===== config.mk =====
export PLATFORM = sky130hd
export DESIGN_NAME = pipemem_bus
export DESIGN_NICKNAME = d
export VERILOG_FILES = /design/src/rtl/pipemem_bus.sv
export SDC_FILE = /design/constraint.sdc
export NUM_CORES = 1
export LEC_CHECK = 0
export BUFFER_PORTS_ARGS = -buffer_cell sky130_fd_sc_hd__clkbuf_2
export CORE_MARGIN = 1.5
export CORE_UTILIZATION = 48
export DETAILED_ROUTE_END_ITERATION = 12
export PLACE_DENSITY = 0.81
export SYNTH_ARGS = -nofsm -noshare
export SYNTH_HDL_FRONTEND = slang
export SYNTH_SLANG_ARGS = --single-unit

===== constraint.sdc =====
create_clock -name clk -period 2.23 [get_ports clk]
set_clock_uncertainty 0.2 [all_clocks]
set_input_delay 0.3345 -clock clk [delete_from_list [all_inputs] [get_ports clk]]
set_output_delay 0.3345 -clock clk [all_outputs]
set_load 0.005 [all_outputs]

===== src/rtl/pipemem_bus.sv =====
// pipemem_bus: memory-stage data access unit.
// Runs one req/ack transaction per load/store on a 32-bit little-endian
// data bus, stalls the pipeline while it is in flight, formats load data
// for MEM/WB and flags misaligned accesses to the exception logic.
module pipemem_bus (
  input  logic        clk,
  input  logic        clrn,
  input  logic        mwmem,
  input  logic        mrmem,
  input  logic [31:0] malu,
  input  logic [31:0] mb,
  input  logic [1:0]  msize,
  input  logic        msigned,
  input  logic        mcancel,
  output logic        bus_req,
  output logic        bus_we,
  output logic [31:0] bus_addr,
  output logic [3:0]  bus_be,
  output logic [31:0] bus_wdata,
  input  logic [31:0] bus_rdata,
  input  logic        bus_ack,
  output logic [31:0] mmo,
  output logic        mstall,
  output logic        madel,
  output logic        mades,
  output logic [31:0] mbadaddr
);

  typedef enum logic [1:0] {
    S_IDLE = 2'd0,
    S_BUSY = 2'd1,
    S_DONE = 2'd2
  } state_t;

  state_t      r_state;
  logic        r_bus_req;
  logic        r_bus_we;
  logic [31:0] r_bus_addr;
  logic [3:0]  r_bus_be;
  logic [31:0] r_bus_wdata;
  logic [31:0] r_data;
  logic [1:0]  r_off;
  logic [1:0]  r_size;
  logic        r_signed;
  logic        r_load;

  logic        w_idle;
  logic        w_is_half;
  logic        w_is_word;
  logic        w_misalign;
  logic        w_acc;
  logic [3:0]  w_be;
  logic [31:0] w_wdata;
  logic [7:0]  w_byte;
  logic [15:0] w_half;
  logic [31:0] w_mmo;

  // Access qualification: size 11 behaves as a word.
  assign w_idle     = (r_state == S_IDLE);
  assign w_is_half  = (msize == 2'b01);
  assign w_is_word  = msize[1];
  assign w_misalign = (w_is_half & malu[0]) | (w_is_word & (|malu[1:0]));
  assign w_acc      = (mwmem | mrmem) & ~mcancel & ~w_misalign;

  // Exceptions are only reported for the instruction sitting in IDLE;
  // a store wins when both mwmem and mrmem are set.
  assign madel    = w_idle & ~mcancel & w_misalign & mrmem & ~mwmem;
  assign mades    = w_idle & ~mcancel & w_misalign & mwmem;
  assign mbadaddr = w_idle ? malu : 32'h0;

  // Stall from the cycle the access is seen until the ack has been taken.
  assign mstall = (w_idle & w_acc) | (r_state == S_BUSY);

  // Byte enables and lane-replicated write data for the bus request.
  always_comb begin
    // NOTE: every always_comb output gets a default first so no path
    // leaves it unassigned, which would infer a latch.
    w_be    = 4'b1111;
    w_wdata = mb;
    case (msize)
      2'b00: begin
        w_be    = 4'b0001 << malu[1:0];
        w_wdata = {4{mb[7:0]}};
      end
      2'b01: begin
        w_be    = 4'b0011 << {malu[1], 1'b0};
        w_wdata = {2{mb[15:0]}};
      end
      default: begin
        w_be    = 4'b1111;
        w_wdata = mb;
      end
    endcase
  end

  // Load formatting from the captured word and the latched offset/size/sign.
  always_comb begin
    w_byte = r_data[7:0];
    w_half = r_off[1] ? r_data[31:16] : r_data[15:0];
    w_mmo  = r_data;
    case (r_off)
      2'b00:   w_byte = r_data[7:0];
      2'b01:   w_byte = r_data[15:8];
      2'b10:   w_byte = r_data[23:16];
      default: w_byte = r_data[31:24];
    endcase
    case (r_size)
      2'b00:   w_mmo = r_signed ? {{24{w_byte[7]}}, w_byte} : {24'h0, w_byte};
      2'b01:   w_mmo = r_signed ? {{16{w_half[15]}}, w_half} : {16'h0, w_half};
      default: w_mmo = r_data;
    endcase
  end

  // Transaction FSM with registered bus outputs and captured load data.
  always_ff @(posedge clk) begin
    // NOTE: sequential state uses non-blocking assignments so every register
    // samples pre-edge values regardless of statement order.
    if (!clrn) begin
      r_state     <= S_IDLE;
      r_bus_req   <= 1'b0;
      r_bus_we    <= 1'b0;
      r_bus_addr  <= 32'h0;
      r_bus_be    <= 4'h0;
      r_bus_wdata <= 32'h0;
      r_data      <= 32'h0;
      r_off       <= 2'b00;
      r_size      <= 2'b00;
      r_signed    <= 1'b0;
      r_load      <= 1'b0;
    end else begin
      case (r_state)
        S_IDLE: begin
          if (w_acc) begin
            r_state     <= S_BUSY;
            r_bus_req   <= 1'b1;
            r_bus_we    <= mwmem;
            r_bus_addr  <= {malu[31:2], 2'b00};
            r_bus_be    <= w_be;
            r_bus_wdata <= w_wdata;
            r_off       <= malu[1:0];
            r_size      <= msize;
            r_signed    <= msigned;
            r_load      <= ~mwmem;
          end
        end
        S_BUSY: begin
          // mcancel is not looked at here: a started transfer always completes.
          if (bus_ack) begin
            r_state   <= S_DONE;
            r_bus_req <= 1'b0;
            r_bus_we  <= 1'b0;
            if (r_load) r_data <= bus_rdata;
          end
        end
        S_DONE:  r_state <= S_IDLE;
        default: r_state <= S_IDLE;
      endcase
    end
  end

  assign bus_req   = r_bus_req;
  assign bus_we    = r_bus_we;
  assign bus_addr  = r_bus_addr;
  assign bus_be    = r_bus_be;
  assign bus_wdata = r_bus_wdata;
  assign mmo       = w_mmo;

endmodule


==> impl_metrics.py <==
metrics = {
    "status": {
        "outcome": "finished, violations left",
        "violations": "negative setup slack",
    },
    "synthesis": {
        "avgSynthCellArea_um2": 8.31,
        "yosysTopAreaCell": "dfxtp_1",
        "ys_seq_elements": 108,
        "ys_async_sr_fraction_pct": 0,
        "syn_inst": 659,
        "synth_top_area_share_pct": 39.5,
        "yosys_warnings": 0,
        "synthTopCellsByArea": "dfxtp_1 (39%), mux2i_1 (13%), nand2_1 (12%)",
        "synthDistinctLibCells": 49,
        "synth_ff_type": "dfxtp_1",
        "synth_seq_area_share_pct": 39.5,
        "synth-edff-count": 0,
        "synth_area_um2": 5480,
    },
    "pwr": {
        "p_sw_share_pct": 27.4,
        "pwr-share-seq_pct": 45.7,
        "cellPowerDensity_nw_per_um2": 621,
        "intPower_mw": 3.28,
        "peakVddDrop_mv": 0.394,
        "clockPowerShare_pct": 37.2,
        "p_sw_mw": 1.24,
        "p_leak_nw": 3.20,
        "p_comb_share_pct": 17.1,
    },
    "place": {
        "place_congestion": 0.899,
        "place_ws_ns": 0.0799,
        "hpwlAfterDp_um": 11900,
        "place.port_buffers": 239,
    },
    "drt": {
        "drtIter0Drc": 474,
        "drc_errors": 0,
        "num_vias": 5644,
        "ant_nets": 0,
        "firstDrtPassIters": 5,
        "routedWlPerCell_um": 16.1,
        "vias_per_cell": 5.51,
        "wl_um": 16500,
    },
    "clocking": {
        "cts_tree": "built",
        "insertion_delay_ns": 0.35,
        "clkTransAtPathRegs_ns": 0.07,
        "clock_sinks": 108,
        "numCtsBuffers": 9,
        "h-tree-depth": 3,
        "cts_hold_buffers": 0,
        "clockBufferDepth": 2,
        "cts_root_buf": "clkbuf_16",
    },
    "worst_setup_path": {
        "r2r_cells": 5,
        "worst-endpoint-required_ns": 1.70,
        "worstSetupEndpointType": "primary output",
        "arrival_ns": 1.90,
        "critPathMaxFanout": 8,
        "r2r_start": "r_state[0]",
        "r2r-end": "bus_addr[14]",
        "critPathLaunchType": "register",
        "path_class": "register to primary output",
        "reg2reg_slack_ns": 0.35,
    },
    "sta": {
        "slew-limit-headroom_pct": 61.4,
        "timing.fmax_ghz": 0.410,
        "tightestPinTransition_ns": 0.577,
        "post-route-period-util_pct": 109,
        "fin_ws_ns": -0.206,
        "fin_setup_tns_ns": -4.59,
        "slew_violations": 0,
        "rsz0062_at_grt": "yes",
        "hold_violations": 0,
        "period_needed_ns": 2.44,
        "setup_viol": 25,
    },
    "grt": {
        "grt_max_degree": 95,
        "first_global_vias": 5175,
        "grt_first_pass_wirelength_um": 25400,
        "antenna_found_initial": 0,
        "overflow": 0,
        "track_usage_pct": 27.0,
    },
    "worst_hold_path": {
        "min_to": "r_data[3]",
        "hold_path_class": "input port to register",
        "holdPathStages": 3,
        "min-delay-start": "bus_rdata[3]",
    },
    "die": {
        "start_util_pct": 49.9,
        "std_cell_rows": 38,
        "io_pins": 242,
        "die_w_um": 110,
        "core_area_um2": 11000,
        "die-area_um2": 12100,
        "die_height_um": 110,
    },
    "layout": {
        "num_antenna_cells": 0,
        "fin_nets": 985,
        "syn_to_final_growth_pct": 33.0,
        "post_route_cells_drive_above_1_share_pct": 36.0,
    },
    "run": {
        "cap_viol_max_count": 0,
    },
}
## cells in the mapped netlist, drive strengths merged, types with 2 or more instances
| master | instances |
|---|---|
| mux2i | 69 |
| buf | 27 |
| nand4 | 2 |
| o21ai | 11 |
| inv | 4 |
| o211ai | 8 |
| a21oi | 70 |
| dfxtp | 108 |
| a311oi | 8 |
| clkbuf | 39 |
| a22o | 7 |
| and2 | 32 |
| or2 | 2 |
| a211oi | 11 |
| nor3 | 2 |
| a221o | 14 |
| mux2 | 9 |
| nand2 | 173 |
| and3b | 2 |
| nor2b | 3 |
| a41oi | 18 |
| o22a | 2 |
| nor2 | 11 |
| nand2b | 12 |
## layout make-up
class | instances | area, um2
fillers | 949 | 3700
repair buffers | 275 | 1570
clock inverters | 7 | 93.8
clock buffers | 9 | 225
flip-flops and latches | 108 | 2170
inverters | 4 | 15.0
multi-input cells | 482 | 3040
well taps | 140 | 175
## kinds of logic after synthesis
family,share of synthesized area (%)
flops,39.5
simple gates,20.0
mux,14.9
compound gates,19.3
other cells,0.0685
buf+inv,6.31
## critical path, cell delays in order, from the launching register on
cell	delay [ns]
dfxtp_1	0.36
mux4_2	0.52
buf_6	0.15
buf_6	0.11
nand2b_4	0.08
buf_6	0.14
a21oi_1	0.08
clkbuf_2	0.12
## flip-flops by register name (all words and copies together), names as in the netlist
signal,flops
r_load,1
r_off,2
r_size,2
bus_wdata,32
bus_addr,30
bus_be,4
r_data,32
bus_req,1
r_signed,1
r_state,2
bus_we,1
## layout by cell type (no fill, tap or decap), drive strengths merged, types with 12 or more instances in the layout
cell type	instances
dfxtp	108
nand2b	12
clkbuf	236
a221o	14
mux2i	69
buf	48
a41oi	18
a21oi	70
nand2	173
and2	32
## metrics by stage
stage               util [%]  power, mW  area [um2]  instances  hold WS (ns)
detailed placement      62.0       2.86        6810       1003         0.246
finish                  66.3       4.52        7280       1025       0.00688
global placement        62.0       2.84        6810       1003         0.242
CTS                     65.4       4.53        7190       1023       0.00372
floorplan                  -       2.50        5480        660         0.236
global route            66.3       4.72        7280       1025       0.00457
## power groups by stage
stage                     Clock (mW)  Sequential, mW  Combinational, mW
after global routing            1.80            2.08              0.843
after floorplan                    0            2.10              0.401
final                           1.69            2.07              0.773
after CTS                       1.71            2.06              0.755
after detailed placement           0            2.11              0.749
after global placement             0            2.11              0.739
## metal layers
| metal | GRT usage (%) | share of wire (%) |
|---|---|---|
| met1 | 31.9 | 40 |
| met2 | 47.2 | 49 |
| met3 | 7.59 | 8.5 |
| met4 | 8.35 | 2.4 |
| met5 | 0 | 0 |
## how the worst max path moves through the flow
| stage | startpoint | end | slack (ns) | depth (start not counted) |
|---|---|---|---|---|
| 3_5_place_dp | r_off[0] | mmo[8] | 0.08 | 4 |
| 5_1_grt | r_off[0] | mmo[23] | -0.26 | 7 |
| 6_report | r_data[23] | mmo[23] | -0.21 | 7 |
| 3_3_place_gp | r_off[0] | mmo[8] | 0.14 | 4 |
| 4_1_cts | r_off[0] | mmo[7] | -0.18 | 5 |
| 2_1_floorplan | r_off[0] | mmo[10] | 0.25 | 4 |
## timing repair
| action | in CTS | in global routing |
|---|---|---|
| pin swaps | 0 | 13 |
| resized for setup | 10 | 28 |
| setup endpoints to repair | 32 | 34 |
| buffers inserted | 3 | 1 |
| cloned | 1 | 1 |
| hold endpoints to repair | 0 | 0 |
Power figures use the tool's default switching activity.
